`config.mk`:
```
export PLATFORM = sky130hd
export DESIGN_NAME = alu_op_sequencer
export DESIGN_NICKNAME = d
export VERILOG_FILES = /design/src/rtl/alu_seq_pkg.sv /design/src/rtl/rr_arbiter2.sv /design/src/rtl/alu_op_sequencer.sv
export SDC_FILE = /design/constraint.sdc
export NUM_CORES = 1
export LEC_CHECK = 0
export ABC_AREA = 1
export CAP_MARGIN = 20
export CORE_AREA = 2 2 153 155
export DETAILED_ROUTE_END_ITERATION = 12
export DIE_AREA = 0 0 155 157
export PLACE_DENSITY_LB_ADDON = 0.25
export REMOVE_ABC_BUFFERS = 1
export SYNTH_ARGS = -nofsm -noshare
export SYNTH_HDL_FRONTEND = slang
export SYNTH_SLANG_ARGS = --single-unit
export TNS_END_PERCENT = 5
```
`constraint.sdc`:
```
create_clock -name clk_i -period 1.3 [get_ports clk_i]
set_clock_uncertainty 0.05 [all_clocks]
set_input_delay 0.26 -clock clk_i [delete_from_list [all_inputs] [get_ports clk_i]]
set_output_delay 0.26 -clock clk_i [all_outputs]
set_load 0.02 [all_outputs]
```
`src/rtl/alu_seq_pkg.sv`:
```
// rtl/alu_seq_pkg.sv - shared types, opcode constants and opcode classifiers for the ALU sequencer
package alu_seq_pkg;

    typedef enum logic [1:0] {
        S_IDLE  = 2'd0,
        S_ISSUE = 2'd1,
        S_RESP  = 2'd2
    } state_e;

    // Opcodes are compared on their low seven bits; wider opcodes must have zero upper bits.
    localparam int OP_LO_W = 7;

    localparam logic [OP_LO_W-1:0] OP_NOP = 7'd0;
    localparam logic [OP_LO_W-1:0] OP_ADD = 7'd1;
    localparam logic [OP_LO_W-1:0] OP_BEQ = 7'd39;
    localparam logic [OP_LO_W-1:0] OP_BNE = 7'd40;
    localparam logic [OP_LO_W-1:0] OP_BLT = 7'd41;
    localparam logic [OP_LO_W-1:0] OP_BRA = 7'd64;
    localparam logic [OP_LO_W-1:0] OP_BSR = 7'd65;

    localparam int CCR_C    = 0;
    localparam int CCR_V    = 1;
    localparam int CCR_Z    = 2;
    localparam int CCR_N    = 3;
    localparam int CCR_INR  = 4;
    localparam int CCR_IFNR = 5;
    localparam int CCR_NOP  = 6;
    localparam int CCR_W    = 7;

    // Opcodes that leave the arithmetic flags untouched and raise the NOP bit.
    function automatic logic is_nop(input logic [OP_LO_W-1:0] op);
        return (op == OP_NOP) || (op == 7'd16) || (op == 7'd17) || (op == 7'd18) ||
               (op == OP_BRA) || (op == OP_BSR);
    endfunction

    // Every opcode the ALU implements; anything else is reported through INR.
    function automatic logic is_recognised(input logic [OP_LO_W-1:0] op);
        return is_nop(op) ||
               ((op >= OP_ADD) && (op <= 7'd15)) ||
               ((op >= 7'd32) && (op <= 7'd45));
    endfunction

endpackage

```
`src/rtl/rr_arbiter2.sv`:
```
// rtl/rr_arbiter2.sv - two-request round-robin arbiter, pointer advances past the granted port
module rr_arbiter2 (
    input  logic       clk_i,
    input  logic       rst_i,
    input  logic [1:0] req_i,
    input  logic       advance_i,
    output logic [1:0] gnt_o,
    output logic       gnt_id_o
);

    // ptr_q names the port that wins when both request; 0 after reset.
    logic ptr_q;

    assign gnt_id_o = (req_i == 2'b11) ? ptr_q : req_i[1];
    assign gnt_o    = req_i & (gnt_id_o ? 2'b10 : 2'b01);

    // Hand priority to the other port whenever a grant is actually taken.
    always_ff @(posedge clk_i) begin
        if (rst_i) begin
            ptr_q <= 1'b0;
        end else if (advance_i && (req_i != 2'b00)) begin
            ptr_q <= ~gnt_id_o;
        end
    end

endmodule

```
`src/rtl/alu_op_sequencer.sv`:
```
// rtl/alu_op_sequencer.sv - shares one ALU between two requesters, owns the CCR and resolves branches
module alu_op_sequencer
    import alu_seq_pkg::*;
#(
    parameter int SETTLE = 1,
    parameter int W      = 32
) (
    input  logic         clk_i,
    input  logic         rst_i,

    input  logic         req0_valid_i,
    output logic         req0_ready_o,
    input  logic [W-1:0] req0_op_i,
    input  logic [W-1:0] req0_a_i,
    input  logic [W-1:0] req0_b_i,

    input  logic         req1_valid_i,
    output logic         req1_ready_o,
    input  logic [W-1:0] req1_op_i,
    input  logic [W-1:0] req1_a_i,
    input  logic [W-1:0] req1_b_i,

    output logic [W-1:0] alu_op_o,
    output logic [W-1:0] alu_ra_o,
    output logic [W-1:0] alu_rb_o,
    output logic         alu_nop_o,
    input  logic [W-1:0] alu_rz_i,
    input  logic [3:0]   alu_flags_i,

    output logic         rsp_valid_o,
    input  logic         rsp_ready_i,
    output logic         rsp_id_o,
    output logic [W-1:0] rsp_result_o,
    output logic         rsp_taken_o,

    output logic [W-1:0] ccr_out_o
);

    localparam logic [1:0] CNT_LAST = 2'(SETTLE - 1);

    state_e              state_q;
    logic [1:0]          cnt_q;
    logic                id_q;
    logic [W-1:0]        alu_op_q;
    logic [W-1:0]        alu_ra_q;
    logic [W-1:0]        alu_rb_q;
    logic                alu_nop_q;
    logic [CCR_W-1:0]    ccr_q;
    logic                rsp_valid_q;
    logic                rsp_id_q;
    logic [W-1:0]        rsp_result_q;
    logic                rsp_taken_q;

    logic [1:0]          gnt;
    logic                gnt_id;
    logic                in_idle;
    logic                handshake;
    logic [W-1:0]        sel_op;
    logic [W-1:0]        sel_a;
    logic [W-1:0]        sel_b;
    logic                sel_nop;
    logic                cur_hi_zero;
    logic                cur_nop;
    logic                cur_rec;
    logic [OP_LO_W-1:0]  cur_lo;
    logic [CCR_W-1:0]    ccr_d;
    logic [W-1:0]        result_d;
    logic                taken_d;

    rr_arbiter2 u_arb (
        .clk_i     (clk_i),
        .rst_i     (rst_i),
        .req_i     ({req1_valid_i, req0_valid_i}),
        .advance_i (handshake),
        .gnt_o     (gnt),
        .gnt_id_o  (gnt_id)
    );

    // Ready only ever goes to a port that is both granted and valid, and only while idle.
    assign in_idle      = (state_q == S_IDLE);
    assign req0_ready_o = in_idle & gnt[0];
    assign req1_ready_o = in_idle & gnt[1];
    assign handshake    = req0_ready_o | req1_ready_o;

    assign sel_op  = gnt_id ? req1_op_i : req0_op_i;
    assign sel_a   = gnt_id ? req1_a_i  : req0_a_i;
    assign sel_b   = gnt_id ? req1_b_i  : req0_b_i;
    assign sel_nop = (sel_op[W-1:OP_LO_W] == '0) && is_nop(sel_op[OP_LO_W-1:0]);

    // Classification of the opcode currently held on the ALU.
    assign cur_hi_zero = (alu_op_q[W-1:OP_LO_W] == '0);
    assign cur_lo      = alu_op_q[OP_LO_W-1:0];
    assign cur_nop     = cur_hi_zero && is_nop(cur_lo);
    assign cur_rec     = cur_hi_zero && is_recognised(cur_lo);

    // Next CCR, response result and branch outcome from the settled ALU outputs.
    always_comb begin
        ccr_d           = ccr_q;
        result_d        = alu_rz_i;
        taken_d         = 1'b0;
        ccr_d[CCR_IFNR] = 1'b0;
        if (cur_nop) begin
            ccr_d[CCR_NOP] = 1'b1;
            ccr_d[CCR_INR] = 1'b0;
        end else if (cur_rec) begin
            ccr_d[CCR_N]   = alu_flags_i[3];
            ccr_d[CCR_Z]   = alu_flags_i[2];
            ccr_d[CCR_V]   = alu_flags_i[1];
            ccr_d[CCR_C]   = alu_flags_i[0];
            ccr_d[CCR_NOP] = 1'b0;
            ccr_d[CCR_INR] = 1'b0;
        end else begin
            ccr_d[CCR_NOP] = 1'b0;
            ccr_d[CCR_INR] = 1'b1;
            result_d       = '0;
        end
        if (cur_hi_zero) begin
            case (cur_lo)
                OP_BEQ:         taken_d = ccr_d[CCR_Z];
                OP_BNE:         taken_d = ~ccr_d[CCR_Z];
                OP_BLT:         taken_d = ccr_d[CCR_N];
                OP_BRA, OP_BSR: taken_d = 1'b1;
                default:        taken_d = 1'b0;
            endcase
        end
    end

    // Sequencer: accept one op, hold it on the ALU for SETTLE cycles, then present the response.
    always_ff @(posedge clk_i) begin
        if (rst_i) begin
            state_q      <= S_IDLE;
            cnt_q        <= '0;
            id_q         <= 1'b0;
            alu_op_q     <= '0;
            alu_ra_q     <= '0;
            alu_rb_q     <= '0;
            alu_nop_q    <= 1'b0;
            ccr_q        <= '0;
            rsp_valid_q  <= 1'b0;
            rsp_id_q     <= 1'b0;
            rsp_result_q <= '0;
            rsp_taken_q  <= 1'b0;
        end else begin
            case (state_q)
                S_IDLE: begin
                    if (handshake) begin
                        alu_op_q  <= sel_op;
                        alu_ra_q  <= sel_a;
                        alu_rb_q  <= sel_b;
                        alu_nop_q <= sel_nop;
                        id_q      <= gnt_id;
                        cnt_q     <= '0;
                        state_q   <= S_ISSUE;
                    end
                end
                S_ISSUE: begin
                    if (cnt_q == CNT_LAST) begin
                        ccr_q        <= ccr_d;
                        rsp_result_q <= result_d;
                        rsp_taken_q  <= taken_d;
                        rsp_id_q     <= id_q;
                        rsp_valid_q  <= 1'b1;
                        state_q      <= S_RESP;
                    end else begin
                        cnt_q <= cnt_q + 2'd1;
                    end
                end
                S_RESP: begin
                    if (rsp_ready_i) begin
                        rsp_valid_q <= 1'b0;
                        state_q     <= S_IDLE;
                    end
                end
                default: begin
                    state_q <= S_IDLE;
                end
            endcase
        end
    end

    assign alu_op_o     = alu_op_q;
    assign alu_ra_o     = alu_ra_q;
    assign alu_rb_o     = alu_rb_q;
    assign alu_nop_o    = alu_nop_q;
    assign rsp_valid_o  = rsp_valid_q;
    assign rsp_id_o     = rsp_id_q;
    assign rsp_result_o = rsp_result_q;
    assign rsp_taken_o  = rsp_taken_q;
    assign ccr_out_o    = {{(W-CCR_W){1'b0}}, ccr_q};

endmodule

```
==> impl_metrics.json <==
{
  "p_leak_nw": 5.44,
  "synth_top_cell_area_share_pct": 42.8,
  "cp-end-kind": "register",
  "cts.sinks": 144,
  "dr.max_layer_used": "met5",
  "reg2reg_slack_ns": -0.34,
  "htreeDepth": 4,
  "synth_top_cell_by_area": "dfxtp_1",
  "critPathRequiredTime_ns": 1.60,
  "clock_tree.buffer_depth": 2,
  "stdcell_count": 1726,
  "max-cap-violations": 0,
  "drtAntennaViolNets": 0,
  "final_max_slew_viol_count": 0,
  "grtUsageTotal_pct": 20.7,
  "grt_remaining_overflow": 0,
  "hold_path_class": "in2reg",
  "fin_area_mm2": 0.0120,
  "hold_violations": 0,
  "clock.fmax_ghz": 0.609,
  "synthTopCellsByArea": "dfxtp_1 43%, nand2_1 17%, o21ai_0 7.8%",
  "port_buffers": 372,
  "status": "finished with violations",
  "rsz0062_at_grt": "yes",
  "place_congestion": 0.822,
  "wl_met3_mm": 2.02,
  "grt_pass1_wl_mm": 39.7,
  "cts_tree": "built",
  "wl_met1_mm": 10.5,
  "cts_buffers": 17,
  "antenna_found_initial": 2,
  "netlist_instances": 971,
  "ys_seq_area_share_pct": 42.8,
  "fillers": 2229,
  "dp.cells": 1681,
  "dpl-instance-area_mm2": 0.0114,
  "powerDensity_mw_per_mm2": 1260,
  "grt_max_degree": 76,
  "drive_above_1_share_pct": 26.1,
  "core_area_mm2": 0.0225,
  "worst_setup_path_start_kind": "register",
  "cts_root_buf": "clkbuf_16",
  "grt_pass1_vias": 7536,
  "drtPass1Iterations": 4,
  "crit_arrival_ns": 1.95,
  "fp.dieArea_mm2": 0.0243,
  "hold_ws_ns": 0.339,
  "synth_ff_type": "dfxtp_1",
  "syn_area_mm2": 0.00674,
  "die_width_um": 155,
  "met2_length_mm": 13.5,
  "place_hpwl_mm": 19.6,
  "ios": 399,
  "hold_buffers": 0,
  "ys_warn_count": 0,
  "dr.first_iter.drc_count": 320,
  "violations": "negative setup slack",
  "detail_route.wl_per_cell_um": 15.4,
  "ir_drop_mv": 0.726,
  "syn_to_final_growth_pct": 77.7,
  "syn_avg_cell_area_um2": 6.94,
  "synth.most_common_cell": "nand2_1",
  "insertion_delay_ns": 0.41,
  "die_h_um": 157,
  "drc": 0,
  "setup_viol": 154,
  "synth-async-reset-ratio_pct": 0,
  "final.setup.worst_slack_ns": -0.343,
  "vias": 8004,
  "layout.nets": 1661,
  "cp_max_fo": 8,
  "fin_tns_setup_ns": -27.66,
  "yosysUniqueCellTypes": 28,
  "drt_wl_total_mm": 26.5,
  "synth_edf_count": 0,
  "path_clk_slew_ns": 0.07,
  "period_share_pct": 126,
  "synthTopCellsByCount": "306 x nand2_1, 144 x dfxtp_1, 105 x o21ai_0, 73 x a21oi_1, 68 x inv_1",
  "synth_seq_cells": 144,
  "min_period_ns": 1.64,
  "crit_type": "reg2reg",
  "initial_core_util_pct": 29.9,
  "num_rows": 55,
  "vias_per_cell": 4.64
}
==> registers in the layout (all words and copies together), names as in the netlist <==
signal	count
ccr_q	6
rsp_valid_o	1
rsp_id_o	1
alu_op_o	32
cnt_q	2
alu_rb_o	32
rsp_taken_o	1
alu_nop_o	1
alu_ra_o	32
state_q	2
u_arb.ptr_q	1
rsp_result_o	32
id_q	1
==> where the power goes <==
| part | leakage (nW) | total [W] | internal (W) | switching [W] |
|---|---|---|---|---|
| Clock | 0.295 | 0.00512 | 0.00307 | 0.00206 |
| Combinational | 3.96 | 0.00478 | 0.00229 | 0.00249 |
| Sequential | 1.19 | 0.00519 | 0.00492 | 0.000272 |
| Total | 5.44 | 0.0151 | 0.0103 | 0.00482 |
==> layout make-up <==
type / count / area, um2 / share of cell area (%)
antenna: 1 / 2.50 / 0.0209
inverter: 71 / 274 / 2.29
multi-input combinational: 687 / 3340 / 27.9
timing repair buffer: 506 / 4480 / 37.4
sequential: 144 / 2910 / 24.3
clock buffer: 19 / 433 / 3.62
clock inverter: 13 / 179 / 1.49
tap: 285 / 357 / 2.98
==> metal layers <==
metal	vias to the layer above	global-route usage, %
met3	28	6.69
met2	284	36.9
li1	4054	-
met5	-	0
met4	2	7.05
met1	3636	23.3
==> cell usage in the layout (no fill, tap or decap), types with 19 or more instances in the layout <==
cell type	netlist	layout
buf_4	32	107
o21ai_0	105	65
nor2_1	51	39
dfxtp_1	144	126
nand3_1	21	19
clkbuf_16	0	19
inv_1	68	63
buf_2	27	104
o21ai_1	3	40
buf_6	5	50
a21oi_1	73	60
nand3b_1	23	23
conb_1	1	26
nand2_1	306	295
a31oi_1	64	64
clkdlybuf4s50_1	0	230
==> metrics by stage <==
step	power, W	setup WS (ns)	utilization, %
5_1_grt	0.0158	-0.469	53.2
3_3_place_gp	0.00997	-0.669	50.7
3_5_place_dp	0.00998	-0.717	50.7
6_report	0.0151	-0.343	53.2
4_1_cts	0.0151	-0.397	52.3
2_1_floorplan	0.00719	-2.87	-
==> worst max-delay path, cell delays in order (launching register included) <==
cell and delay [ns]:
dfxtp_2 0.32, nor2_2 0.11, nand2_1 0.07, nor2_2 0.13
inv_1 0.06, nor2_2 0.10, nand2_2 0.11, nor2_4 0.11
nand2_2 0.08, clkinv_4 0.09, clkbuf_16 0.16, nand2_1 0.07
a21oi_2 0.11
==> cells by family (layout without fill, tap and decap cells) <==
group / after synthesis / after routing / share of synthesized area, %
flip-flops: 144 / 144 / 42.8
buffers and inverters: 165 / 609 / 12.1
other: 1 / 27 / 0.0557
AO/OA/AOI/OAI: 252 / 252 / 20.2
AND/OR/NAND/NOR: 408 / 408 / 24.7
adder cells (fa/ha/maj): 1 / 1 / 0.186
==> final timing paths <==
| check | from | to | depth (start not counted) |
|---|---|---|---|
| worst max-delay path | alu_op_o[26] | rsp_result_o[27] | 12 |
| worst min-delay path | alu_rz_i[9] | rsp_result_o[9] | 3 |
| worst max register to register | alu_op_o[26] | rsp_result_o[27] | 12 |
| worst min register to register | rsp_valid_o | rsp_valid_o | 2 |
==> timing repair <==
item | CTS | global route
endpoints found under the hold margin | 0 | 0
buffers inserted | 10 | 1
endpoints found under the setup margin | 281 | 181
gates resized for setup | 677 | 74
pin swaps | 4 | 6
cloned | 0 | 3
(Power assumes the default switching activity.)
